`config.mk`:
```
export PLATFORM = sky130hd
export DESIGN_NAME = fft_frame_serializer
export DESIGN_NICKNAME = d
export VERILOG_FILES = /design/src/rtl/fft_frame_serializer.sv
export SDC_FILE = /design/constraint.sdc
export NUM_CORES = 1
export LEC_CHECK = 0
export CORE_ASPECT_RATIO = 2
export CORE_MARGIN = 2
export CORE_UTILIZATION = 50
export CTS_CLUSTER_SIZE = 12
export DETAILED_ROUTE_END_ITERATION = 8
export GPL_ROUTABILITY_DRIVEN = 0
export PLACE_DENSITY_LB_ADDON = 0.12
export REMOVE_ABC_BUFFERS = 1
export SLEW_MARGIN = 15
export SYNTH_ARGS = -nofsm -noshare
export SYNTH_HDL_FRONTEND = slang
export SYNTH_SLANG_ARGS = --single-unit
```
`constraint.sdc`:
```
create_clock -name clk -period 2.47 [get_ports clk]
set_input_delay 0.247 -clock clk [delete_from_list [all_inputs] [get_ports clk]]
set_output_delay 0.247 -clock clk [all_outputs]
set_load 0.005 [all_outputs]
```
`src/rtl/fft_frame_serializer.sv`:
```
// rtl/fft_frame_serializer.sv - buffers one 16-sample complex frame and streams it out one lane per handshake
module fft_frame_serializer #(
   parameter int WORD_SIZE = 16
) (
   input  logic                      clk,
   input  logic                      rst_n,
   input  logic                      in_valid,
   output logic                      in_ready,
   input  logic [16*WORD_SIZE-1:0]   in_re,
   input  logic [16*WORD_SIZE-1:0]   in_im,
   output logic                      out_valid,
   input  logic                      out_ready,
   output logic [WORD_SIZE-1:0]      out_re,
   output logic [WORD_SIZE-1:0]      out_im,
   output logic [3:0]                out_idx,
   output logic                      out_last,
   output logic [7:0]                frame_cnt
);

   typedef enum logic {IDLE, STREAM} state_t;

   state_t               state;
   state_t               state_nxt;
   logic [WORD_SIZE-1:0] lane_re [16];
   logic [WORD_SIZE-1:0] lane_im [16];
   logic [3:0]           idx;
   logic                 accept;
   logic                 handshake;
   logic                 last_hs;

   always_ff @(posedge clk or negedge rst_n) begin
      if (!rst_n) begin
         state <= IDLE;
      end else begin
         state <= state_nxt;
      end
   end

   // in_ready reopens in STREAM only on the final handshake, so a waiting frame loads with no bubble
   always_comb begin
      state_nxt = state;
      out_valid = (state == STREAM);
      handshake = out_valid & out_ready;
      out_last  = out_valid & (idx == 4'd15);
      last_hs   = handshake & out_last;
      in_ready  = (state == IDLE) | last_hs;
      accept    = in_valid & in_ready;
      case (state)
         IDLE: begin
            if (accept) begin
               state_nxt = STREAM;
            end
         end
         STREAM: begin
            if (last_hs && !accept) begin
               state_nxt = IDLE;
            end
         end
         default: state_nxt = IDLE;
      endcase
   end

   // idx parks at 15 after the last sample so IDLE keeps showing the final lane
   always_ff @(posedge clk or negedge rst_n) begin
      if (!rst_n) begin
         idx <= 4'd0;
         for (int k = 0; k < 16; k++) begin
            lane_re[k] <= '0;
            lane_im[k] <= '0;
         end
      end else if (accept) begin
         idx <= 4'd0;
         for (int k = 0; k < 16; k++) begin
            lane_re[k] <= in_re[k*WORD_SIZE +: WORD_SIZE];
            lane_im[k] <= in_im[k*WORD_SIZE +: WORD_SIZE];
         end
      end else if (handshake && (idx != 4'd15)) begin
         idx <= idx + 4'd1;
      end
   end

   always_ff @(posedge clk or negedge rst_n) begin
      if (!rst_n) begin
         frame_cnt <= 8'd0;
      end else if (last_hs) begin
         frame_cnt <= frame_cnt + 8'd1;
      end
   end

   assign out_re  = lane_re[idx];
   assign out_im  = lane_im[idx];
   assign out_idx = idx;

endmodule

```
==> impl_summary.md <==
Run status
The run finished, with violations left. The checks that failed: setup timing.

Clock tree
The clock passes through at most 3 buffers. After clock tree synthesis, the clock-pin slew on the worst setup and hold paths is around 0.07 ns. The tree is rooted in a sky130_fd_sc_hd__clkbuf_16. The clock tree from TritonCTS is yes.

The level count of the clock H-tree is 2. The tree built by TritonCTS fans out to ~530 sinks. The number of buffers created by CTS is 51. The later pin in the worst-skew pair is clocked with a latency of approximately 0.58 ns.

Cells and area
Cells fill 73.7% of the core in the end. The layout has ~3100 filler cells. The flip-flop and latch area is 0.0131 mm². The area used by multi-input combinational logic is around 0.011 mm².

The final net count is around 2700. The share of post-route cells with drive strength above 1 is about a third. The post-synthesis to final-layout area growth is 46.4%.

Logic synthesis
Summed over its instances, the top area cell type makes up a little under three fifths of the synthesized netlist area. The number of warnings issued by yosys is 0. Yosys mapped a number of flops with a built-in enable equal to 0. Ranked by instance count, the synthesized netlist is headed by sky130_fd_sc_hd__dfrtp_1 (525), sky130_fd_sc_hd__mux2_2 (306), sky130_fd_sc_hd__mux2_1 (206). sky130_fd_sc_hd__dfrtp_1 is the most common cell in the netlist. The area of the mapped netlist is ~0.024 mm². The share of flip-flops with an asynchronous set or reset after synthesis is 100%. The cell type with the highest aggregate area in the netlist is sky130_fd_sc_hd__dfrtp_1.

After technology mapping, the gate count stands at 1545. Dividing the synthesized area by the synthesized cell count gives between 15 and 20 µm². The portion of the post-synthesis area used by sequential elements is a little under three fifths.

Sorting the synthesized cells by area gives the leading types as sky130_fd_sc_hd__dfrtp_1 (55%), sky130_fd_sc_hd__mux2_2 (14%), sky130_fd_sc_hd__mux2_1 (9.8%). The number of synthesized register bits is between 500 and 600. In the synthesized netlist the dominant register cell turns out to be sky130_fd_sc_hd__dfrtp_1. Yosys mapped the design onto 31 distinct sky130hd cell types.

Timing
The summed negative setup slack over all endpoints is -8.56 ns. The count of final setup violators is around 110. The transition time of the tightest slew-check pin is between 0.6 and 0.7 ns. After layout, the worst setup slack is -0.301 ns.

The final count of hold timing violations is 0. Setup repair after global routing could not meet its margin everywhere. The final hold slack is 0.229 ns. The smallest clock period supported by the final layout is computed as 2.77 ns.

The share of the clock period used by the worst path is 112%. For this run, the top clock speed supported by timing is 0.361 GHz. The post-route clock skew is approximately 0.011 ns. The count of pins over their slew limit is 0.

Measured against its own limit, the worst slew margin works out to 58.1%.

Flow run
The count of max-cap constraint violations is 0.

Detailed routing
The number of vias per cell after detailed routing is about 5.7. The count of nets left with antenna violations after detail routing is 0. The routed length per placed instance is approximately 26 µm. The final wirelength is approximately 74000 µm. Across all layers, the routed design uses about 16000 vias. For this block, the initial DRC count from the detailed router was approximately 840.

In the routed design, unresolved DRC markers number 0. The first detailed-routing pass ran for 5 iterations.

Global routing
The combined global-route utilization of all metal layers is 27.8%. The number of global-route vias before repair was approximately 18000. After global routing the overflow that remains totals 0. The number of antenna violations at the first check in global routing is 20. The global-route wire length before repair is between 100000 and 150000 µm. The largest net degree at the start of global routing is 69.

Pwr
The leakage power of the design is 14.9 nW. Total power for the finished layout comes to 41.5 mW. Power spread over the standard cell area amounts to ~1200 mW/mm². The highest ir drop seen on vdd is 0.735 mV.

Min path
The worst hold-check path type is primary input to asynchronous set/reset pin.

Critical path
The endpoint of the worst setup timing path is out_re[8]. STA classifies the critical path startpoint as a flop. The classification of the worst setup path is flop to primary output. The worst path required time is between 2 and 2.5 ns. The category of the worst setup path capture point is a primary output. The critical register-to-register path startpoint is out_idx[0].

The reg-to-reg setup timing slack is -0.07 ns. The worst register-to-register path ends at lane_re[110]. The depth of the most critical reg-to-reg path is 12. The maximum fanout along the worst path is 6. The data arrival time at the worst-slack endpoint is 2.52 ns. Tracing the worst setup path back leads to its startpoint at out_idx[0].

Floorplanning
The effective utilization at floorplan is roughly 50%. The floorplan step set the die height to around 310 µm. The die is 158 µm wide. The die covers slightly below 0.05 mm². The number of standard-cell rows in the floorplan is around 110. During I/O placement, the number of pins put on the boundary was between 500 and 600. The core outline area is roughly 0.047 mm².

Placed design
The total half-perimeter wirelength after legalization and detailed placement is between 40000 and 50000 µm. The number of buffer cells added on primary ports is between 500 and 600.
## sequential cells by signal (all words and copies together) (netlist names)
name and cells:
lane_re 256, frame_cnt 8, out_idx 4, lane_im 256, out_valid 1
## cell families (layout without fill, tap and decap cells)
logic type | Yosys count | count (layout) | share of synthesized area (%)
mux | 704 | 704 | 35.7
xor+xnor | 10 | 10 | 0.368
buf+inv | 112 | 813 | 3.32
flops | 525 | 525 | 55.2
fa+ha+maj | 2 | 2 | 0.105
simple gates | 61 | 61 | 1.15
other cells | 0 | 8 | 0
compound gates | 131 | 131 | 4.13
## critical path, stage by stage (launching register included)
cell and delay [ns]:
sky130_fd_sc_hd__dfrtp_4 0.51, sky130_fd_sc_hd__buf_6 0.15, sky130_fd_sc_hd__buf_16 0.14, sky130_fd_sc_hd__buf_12 0.13, sky130_fd_sc_hd__buf_16 0.13, sky130_fd_sc_hd__mux4_2 0.45
sky130_fd_sc_hd__a22oi_2 0.19, sky130_fd_sc_hd__nand2_1 0.10, sky130_fd_sc_hd__buf_2 0.13
## report_power, final
part           total [mW]  switching [mW]  internal, mW
clock                7.17            3.19          3.98
combinational        19.2            7.94          11.3
sequential           15.1            2.35          12.7
total                41.5            13.5          28.0
## timing repair
item	4_1_cts	5_1_grt
hold endpoints to repair	57	0
cloned	17	24
setup buffers	30	16
pin swaps	113	69
hold buffers	1	0
gates resized for setup	299	195
endpoints found under the setup margin	34	378
## through the flow
stage / setup WS (ns) / instances / cell area, µm²
5_1_grt: -0.342 / 2881 / 34800
6_report: -0.301 / 2886 / 34800
2_1_floorplan: -20.34 / 1434 / 23000
3_5_place_dp: -0.0250 / 2720 / 30600
3_3_place_gp: -0.0218 / 2720 / 30600
4_1_cts: -0.300 / 2842 / 33400
## worst min path at each step
stage | startpoint | to | slack (ns) | cells past startpoint
after floorplan | rst_n | frame_cnt[0] | -0.05 | 0
after global placement | rst_n | lane_re[181] | 0.28 | 1
after detailed placement | rst_n | lane_re[181] | 0.28 | 1
after CTS | in_im[17] | lane_im[225] | 0.23 | 2
after global routing | in_im[2] | lane_im[242] | 0.25 | 2
final | rst_n | lane_re[153] | 0.23 | 2
## per-layer routing
layer	up-vias	GRT usage [%]	part of all wire [%]
li1	7169	-	-
met1	8395	34.9	39
met2	631	47.0	50
met3	167	7.15	7.7
met4	22	8.56	3.6
met5	-	0	0.20
## layout make-up
class	instances	share of cell area (%)
sequential	525	37.8
clock buffer	73	4.14
clock inverter	1	0.0216
inverter	1	0.0108
multi-input combinational	908	31.5
timing repair buffer	738	24.2
tap	632	2.27
antenna	8	0.0575
## layout by cell type (no fill, tap or decap), types with 16 or more instances in the layout
cell                              count
sky130_fd_sc_hd__a221oi_2            58
sky130_fd_sc_hd__buf_16              27
sky130_fd_sc_hd__dfrtp_1            521
sky130_fd_sc_hd__clkbuf_16           72
sky130_fd_sc_hd__buf_4               44
sky130_fd_sc_hd__clkdlybuf4s50_1    527
sky130_fd_sc_hd__buf_2               30
sky130_fd_sc_hd__buf_12              42
sky130_fd_sc_hd__buf_6               34
sky130_fd_sc_hd__mux2_4             103
sky130_fd_sc_hd__mux4_2              64
sky130_fd_sc_hd__clkbuf_1            16
sky130_fd_sc_hd__a22oi_2             20
sky130_fd_sc_hd__mux2_2             240
sky130_fd_sc_hd__mux2i_1            110
sky130_fd_sc_hd__mux2_1             169
sky130_fd_sc_hd__nand2_1             37
sky130_fd_sc_hd__o21ai_1             28
Power figures use the tool's default switching activity.
